[src/rtl/display_timing_pkg.sv]
// Mode presets and sizing helper shared by the raster timing generator.
package display_timing_pkg;

    // 640x480 at 60 Hz
    localparam int unsigned P480_H_ACTIVE = 640;
    localparam int unsigned P480_H_FP     = 16;
    localparam int unsigned P480_H_SYNC   = 96;
    localparam int unsigned P480_H_BP     = 48;
    localparam int unsigned P480_V_ACTIVE = 480;
    localparam int unsigned P480_V_FP     = 10;
    localparam int unsigned P480_V_SYNC   = 2;
    localparam int unsigned P480_V_BP     = 33;
    localparam bit          P480_H_POL    = 1'b0;
    localparam bit          P480_V_POL    = 1'b0;

    // 1280x720 at 60 Hz
    localparam int unsigned P720_H_ACTIVE = 1280;
    localparam int unsigned P720_H_FP     = 110;
    localparam int unsigned P720_H_SYNC   = 40;
    localparam int unsigned P720_H_BP     = 220;
    localparam int unsigned P720_V_ACTIVE = 720;
    localparam int unsigned P720_V_FP     = 5;
    localparam int unsigned P720_V_SYNC   = 5;
    localparam int unsigned P720_V_BP     = 20;
    localparam bit          P720_H_POL    = 1'b1;
    localparam bit          P720_V_POL    = 1'b1;

    // Smallest coordinate width whose range covers both totals.
    function automatic int unsigned calc_cw(input int unsigned h_total, input int unsigned v_total);
        int unsigned m;
        int unsigned w;
        m = (h_total > v_total) ? h_total : v_total;
        w = 1;
        while ((w < 31) && ((32'd1 << w) < m))
            w = w + 1;
        return w;
    endfunction

endpackage

[src/rtl/display_axis_counter.sv]
// Wrap counter for one raster axis; resets to MAX so the first advance lands on 0.
module display_axis_counter #(
    parameter int unsigned MAX = 799,
    parameter int unsigned W   = 10
) (
    input  logic         clk,
    input  logic         rst,
    input  logic         en,
    output logic [W-1:0] count,
    output logic [W-1:0] count_next,
    output logic         wrap
);

    logic at_max;

    always_comb begin
        at_max = (count == W'(MAX));
        wrap   = en && at_max;
        if (!en)
            count_next = count;
        else if (at_max)
            count_next = '0;
        else
            count_next = count + W'(1);
    end

    always_ff @(posedge clk) begin
        if (rst)
            count <= W'(MAX);
        else
            count <= count_next;
    end

endmodule

[src/rtl/display_timings_param.sv]
// Parametrised raster timing generator: coordinates, syncs, data enable, strobes, frame count.
module display_timings_param
    import display_timing_pkg::*;
#(
    parameter int unsigned H_ACTIVE = P480_H_ACTIVE,
    parameter int unsigned H_FP     = P480_H_FP,
    parameter int unsigned H_SYNC   = P480_H_SYNC,
    parameter int unsigned H_BP     = P480_H_BP,
    parameter int unsigned V_ACTIVE = P480_V_ACTIVE,
    parameter int unsigned V_FP     = P480_V_FP,
    parameter int unsigned V_SYNC   = P480_V_SYNC,
    parameter int unsigned V_BP     = P480_V_BP,
    parameter bit          H_POL    = P480_H_POL,
    parameter bit          V_POL    = P480_V_POL,
    parameter int unsigned CW       = 10,
    parameter int unsigned FW       = 16
) (
    input  logic          clk_pix,
    input  logic          rst,
    input  logic          ce,
    output logic [CW-1:0] sx,
    output logic [CW-1:0] sy,
    output logic          hsync,
    output logic          vsync,
    output logic          de,
    output logic          line_start,
    output logic          frame_start,
    output logic          vblank_start,
    output logic [FW-1:0] frame_cnt
);

    localparam int unsigned H_TOTAL = H_ACTIVE + H_FP + H_SYNC + H_BP;
    localparam int unsigned V_TOTAL = V_ACTIVE + V_FP + V_SYNC + V_BP;
    localparam logic [CW-1:0] HS_STA = CW'(H_ACTIVE + H_FP);
    localparam logic [CW-1:0] HS_END = CW'(H_ACTIVE + H_FP + H_SYNC);
    localparam logic [CW-1:0] VS_STA = CW'(V_ACTIVE + V_FP);
    localparam logic [CW-1:0] VS_END = CW'(V_ACTIVE + V_FP + V_SYNC);
    localparam logic [CW-1:0] HA     = CW'(H_ACTIVE);
    localparam logic [CW-1:0] VA     = CW'(V_ACTIVE);

    if (calc_cw(H_TOTAL, V_TOTAL) > CW) begin : g_cw_too_small
        $error("display_timings_param: CW cannot hold the raster totals");
    end

    logic [CW-1:0] sx_next;
    logic [CW-1:0] sy_next;
    logic          h_wrap;
    logic          v_wrap;
    logic          hs_act;
    logic          vs_act;

    display_axis_counter #(.MAX(H_TOTAL - 1), .W(CW)) u_h_cnt (
        .clk        (clk_pix),
        .rst        (rst),
        .en         (ce),
        .count      (sx),
        .count_next (sx_next),
        .wrap       (h_wrap)
    );

    display_axis_counter #(.MAX(V_TOTAL - 1), .W(CW)) u_v_cnt (
        .clk        (clk_pix),
        .rst        (rst),
        .en         (ce && h_wrap),
        .count      (sy),
        .count_next (sy_next),
        .wrap       (v_wrap)
    );

    // Decode from the next coordinates so registered outputs line up with sx/sy.
    always_comb begin
        hs_act = (sx_next >= HS_STA) && (sx_next < HS_END);
        vs_act = (sy_next >= VS_STA) && (sy_next < VS_END);
    end

    always_ff @(posedge clk_pix) begin
        if (rst) begin
            hsync        <= ~H_POL;
            vsync        <= ~V_POL;
            de           <= 1'b0;
            line_start   <= 1'b0;
            frame_start  <= 1'b0;
            vblank_start <= 1'b0;
            frame_cnt    <= '0;
        end else begin
            hsync        <= hs_act ? H_POL : ~H_POL;
            vsync        <= vs_act ? V_POL : ~V_POL;
            de           <= (sx_next < HA) && (sy_next < VA);
            line_start   <= h_wrap;
            frame_start  <= v_wrap;
            vblank_start <= h_wrap && (sy_next == VA);
            if (v_wrap)
                frame_cnt <= frame_cnt + FW'(1);
        end
    end

endmodule

[config.mk]
export PLATFORM = sky130hd
export DESIGN_NAME = display_timings_param
export DESIGN_NICKNAME = d
export VERILOG_FILES = /design/src/rtl/display_timing_pkg.sv /design/src/rtl/display_axis_counter.sv /design/src/rtl/display_timings_param.sv
export SDC_FILE = /design/constraint.sdc
export NUM_CORES = 1
export LEC_CHECK = 0
export BUFFER_PORTS_ARGS = -buffer_cell sky130_fd_sc_hd__buf_2
export CAP_MARGIN = 20
export CORE_MARGIN = 2
export CORE_UTILIZATION = 50
export CTS_CLUSTER_DIAMETER = 200
export DETAILED_ROUTE_END_ITERATION = 6
export PLACE_DENSITY = 0.74
export SLEW_MARGIN = 20
export SYNTH_ARGS = -nofsm -noshare
export SYNTH_HDL_FRONTEND = slang
export SYNTH_SLANG_ARGS = --single-unit
[constraint.sdc]
create_clock -name clk_pix -period 3.4 [get_ports clk_pix]
set_input_delay 0.34 -clock clk_pix [delete_from_list [all_inputs] [get_ports clk_pix]]
set_output_delay 0.34 -clock clk_pix [all_outputs]
set_load 0.05 [all_outputs]
==> results by group <==
Outcome
  – Outcome: complete, no violations

Logic synthesis
  – Adder-cell share of the synthesized area: between 2 and 2.5%
  – Seq/Total Area, Yosys: 40.43%
  – Mux contribution to synthesized area: 0.4813%
  – Synth Area in Simple Gates: 30.81%
  – #FFs+latches synth: between 40 and 50
  – Async S/R FF share, synth: 0%
  – Post-Syn Nets: 260
  – Area leader, netlist: dfxtp_1
  – Post-synth top area share: just over 40%
  – Main combinational cell family by area after synthesis: simple AND/OR/NAND/NOR gates
  – Post-synthesis xor/xnor area fraction: 8.785%
  – Post-synthesis compound-gate area fraction: between 10 and 15%
  – Largest cells by area after synthesis: dfxtp_1 40%, nor2_1 4.7%, xnor2_1 4.6%
  – Unique cell type count in the Yosys netlist: 44
  – Mapped Cells: 253
  – Most common cell in the netlist: dfxtp_1
  – Synth warn: 0
  – Top FF cell, synth: dfxtp_1
  – Synth Cell Area: roughly 2100 um^2
  – Syn Area/Cell: between 8 and 9 um^2
  – Post-synth top cells: 42 x dfxtp_1, 26 x nor2_1, 24 x nand2_1
  – Post-synth EDFFs: 0

Die
  – Core Area: ~4000 um^2
  – I/O pin count: 45
  – Std-Cell Rows: 23
  – Initial Utilization: 51.99%
  – Die footprint: around 4700 um^2
  – Die W: between 60 and 70 um
  – Die height: 68.49 um

Clocking
  – CTS sink count: 42
  – Num CTS Buffers: 5
  – Cts repair resizes: 0
  – CTS Hold Bufs: 0
  – Worst-skew pair later-pin latency: approximately 0.3 ns
  – Setup bufs post-CTS: 0
  – H-tree levels: 2
  – CTS root buf: clkbuf_8
  – Clk buf depth: 2
  – CTS tree: yes
  – Clock-pin slew on the worst setup and hold paths: approximately 0.070 ns

GRT
  – Initial antenna violation count: 0
  – GRT Overall Usage: roughly a fifth
  – Overflow after GRT: 0
  – Largest net degree at the start of global routing: 40
  – Global-route wire length before repair: around 7100 um
  – Vias in the first global route: 1575

Timing
  – Fin. Hold Viols: 0
  – Slew Limit Fails: 0
  – Worst-Margin Slew: roughly 0.7 ns
  – Period utilization: between 70% and 80%
  – Worst Clk Skew: roughly 0.0072 ns
  – Min Tclk post-route: 2.679 ns
  – Setup violations, final: 0
  – Slew headroom: between 50 and 60%
  – Fmax: about 0.37 GHz
  – RSZ-0062 raised after global routing: no
  – Worst Setup Slack, final: approximately 0.7 ns
  – Post-Route Setup TNS: 0 ns

Power
  – Max IR drop VDD: between 0.2 and 0.25 mV
  – Pwr dens: a little over 500 nW/um^2
  – Power, Total: about 0.0012 W
  – Leak: ~0.96 nW

Worst setup path
  – Crit path max-delay cell type: or3_1
  – Max FO, Critical Path: 15
  – Buf+Inv Stages, Crit Path: 0
  – Cell family with most CP delay: simple AND/OR/NAND/NOR gates
  – Critical path launch point type: flip-flop
  – Crit path DAT: 2.85 ns
  – Kind of critical path: reg -> reg
  – Critical-path cell list: or4b_4, or3_1, or3_4, xor2_2, nor4_4, a2111oi_0
  – CP max stage delay: between 0.5 and 0.6 ns
  – Worst reg-to-reg setup slack: approximately 0.7 ns
  – WP data required: 3.58 ns
  – Crit end category: flip-flop

Place
  – GPL Wtd Cong: 0.8376
  – Post-detail-place hpwl: between 3000 and 4000 um
  – Port Buffers: 44
  – DP Worst Slack: around 0.75 ns

Cells and area
  – Share of layout cells above drive strength 1: approximately a fifth
  – Antenna diode count: 0
  – Final net count: 298
  – Fill cells: 350
  – P&R area growth vs syn: 16.31%

Routing
  – Routed Antenna Nets: 0
  – DRT iter0 DRCs: 116
  – DRC violations left: 0
  – First-pass DRT Iterations: 4
  – Total number of vias: between 1500 and 2000
  – Routed Wire Length: between 4000 and 5000 um
  – Vias per inst: 5.544
  – Wire length per cell: 12.88 um

Flow run
  – Max cap viols: 0

Min path
  – Worst hold path type: in -> reg
-- sequential cells by signal, indices dropped and copies added (netlist names) --
| name | cells |
|---|---|
| vblank_start | 1 |
| frame_start | 1 |
| u_h_cnt.count | 10 |
| de | 1 |
| vsync | 1 |
| hsync | 1 |
| frame_cnt | 16 |
| line_start | 1 |
| u_v_cnt.count | 10 |
-- layout make-up --
cell class                 instances  area, um^2  share of cell area (%)
clock buffer                       7       76.32                   3.156
timing repair buffer              46       235.2                   9.726
inverter                           9       33.78                   1.397
multi-input combinational        187        1140                   47.13
sequential                        42       840.8                   34.76
tap                               50       62.56                   2.587
clock inverter                     1       30.03                   1.242
-- path summary, 6_finish.rpt --
| check | from | to | cells past startpoint |
|---|---|---|---|
| max | u_h_cnt.count[9] | de | 6 |
| min | ce | u_h_cnt.count[1] | 3 |
| max reg2reg | u_h_cnt.count[9] | de | 6 |
| min reg2reg | frame_cnt[14] | frame_cnt[14] | 2 |
-- per-layer routing --
layer	up-vias	track usage [%]	part of all wire, %	wire length [um]
li1	969	-	-	-
met1	867	26.55	46	2048
met2	54	32.09	46	2009
met3	6	5.519	6.6	290
met4	0	8.250	1.3	57
met5	-	0	0	0
-- stage by stage --
step | area, um^2 | hold WS (ns) | util, % | instances
after floorplan | 2079 | 0.4523 | - | 253
after global placement | 2312 | 0.4830 | 57.80 | 334
after detailed placement | 2312 | 0.4895 | 57.80 | 334
after CTS | 2419 | 0.3508 | 60.46 | 342
after global routing | 2419 | 0.3767 | 60.46 | 342
final | 2419 | 0.3642 | 60.46 | 342
-- logic make-up after synthesis --
family	after synthesis
AND/OR/NAND/NOR	120
AO/OA/AOI/OAI	42
flip-flops	42
buffers and inverters	24
XOR/XNOR	20
adder cells (fa/ha/maj)	4
multiplexers	1
-- tightest hold or removal path, stage by stage --
cell and delay [ns]:
buf_2 0.15, nand3_1 0.09, nand2_1 0.05
-- where the power goes --
part,switching [W],internal [W]
logic,0.000205,0.0000958
clock network,0.000169,0.000220
registers,0.0000399,0.000517
-- cell usage in the layout, fill, tap and decap left out, drive strengths merged, types with 2 or more instances in the layout --
cell	Yosys	routed
o21ai	12	12
nand4	10	10
clkbuf	13	7
a211o	3	3
nand2	24	24
nor2	26	26
inv	9	9
nor4	5	5
o21bai	2	2
nand2b	3	3
nor3	10	10
dfxtp	42	42
xnor2	11	11
ha	4	4
buf	2	46
a21oi	13	13
nand3	15	15
or3	11	11
and3	3	3
xor2	9	9
and2	5	5
a31oi	5	5
(Power assumes the default switching activity.)
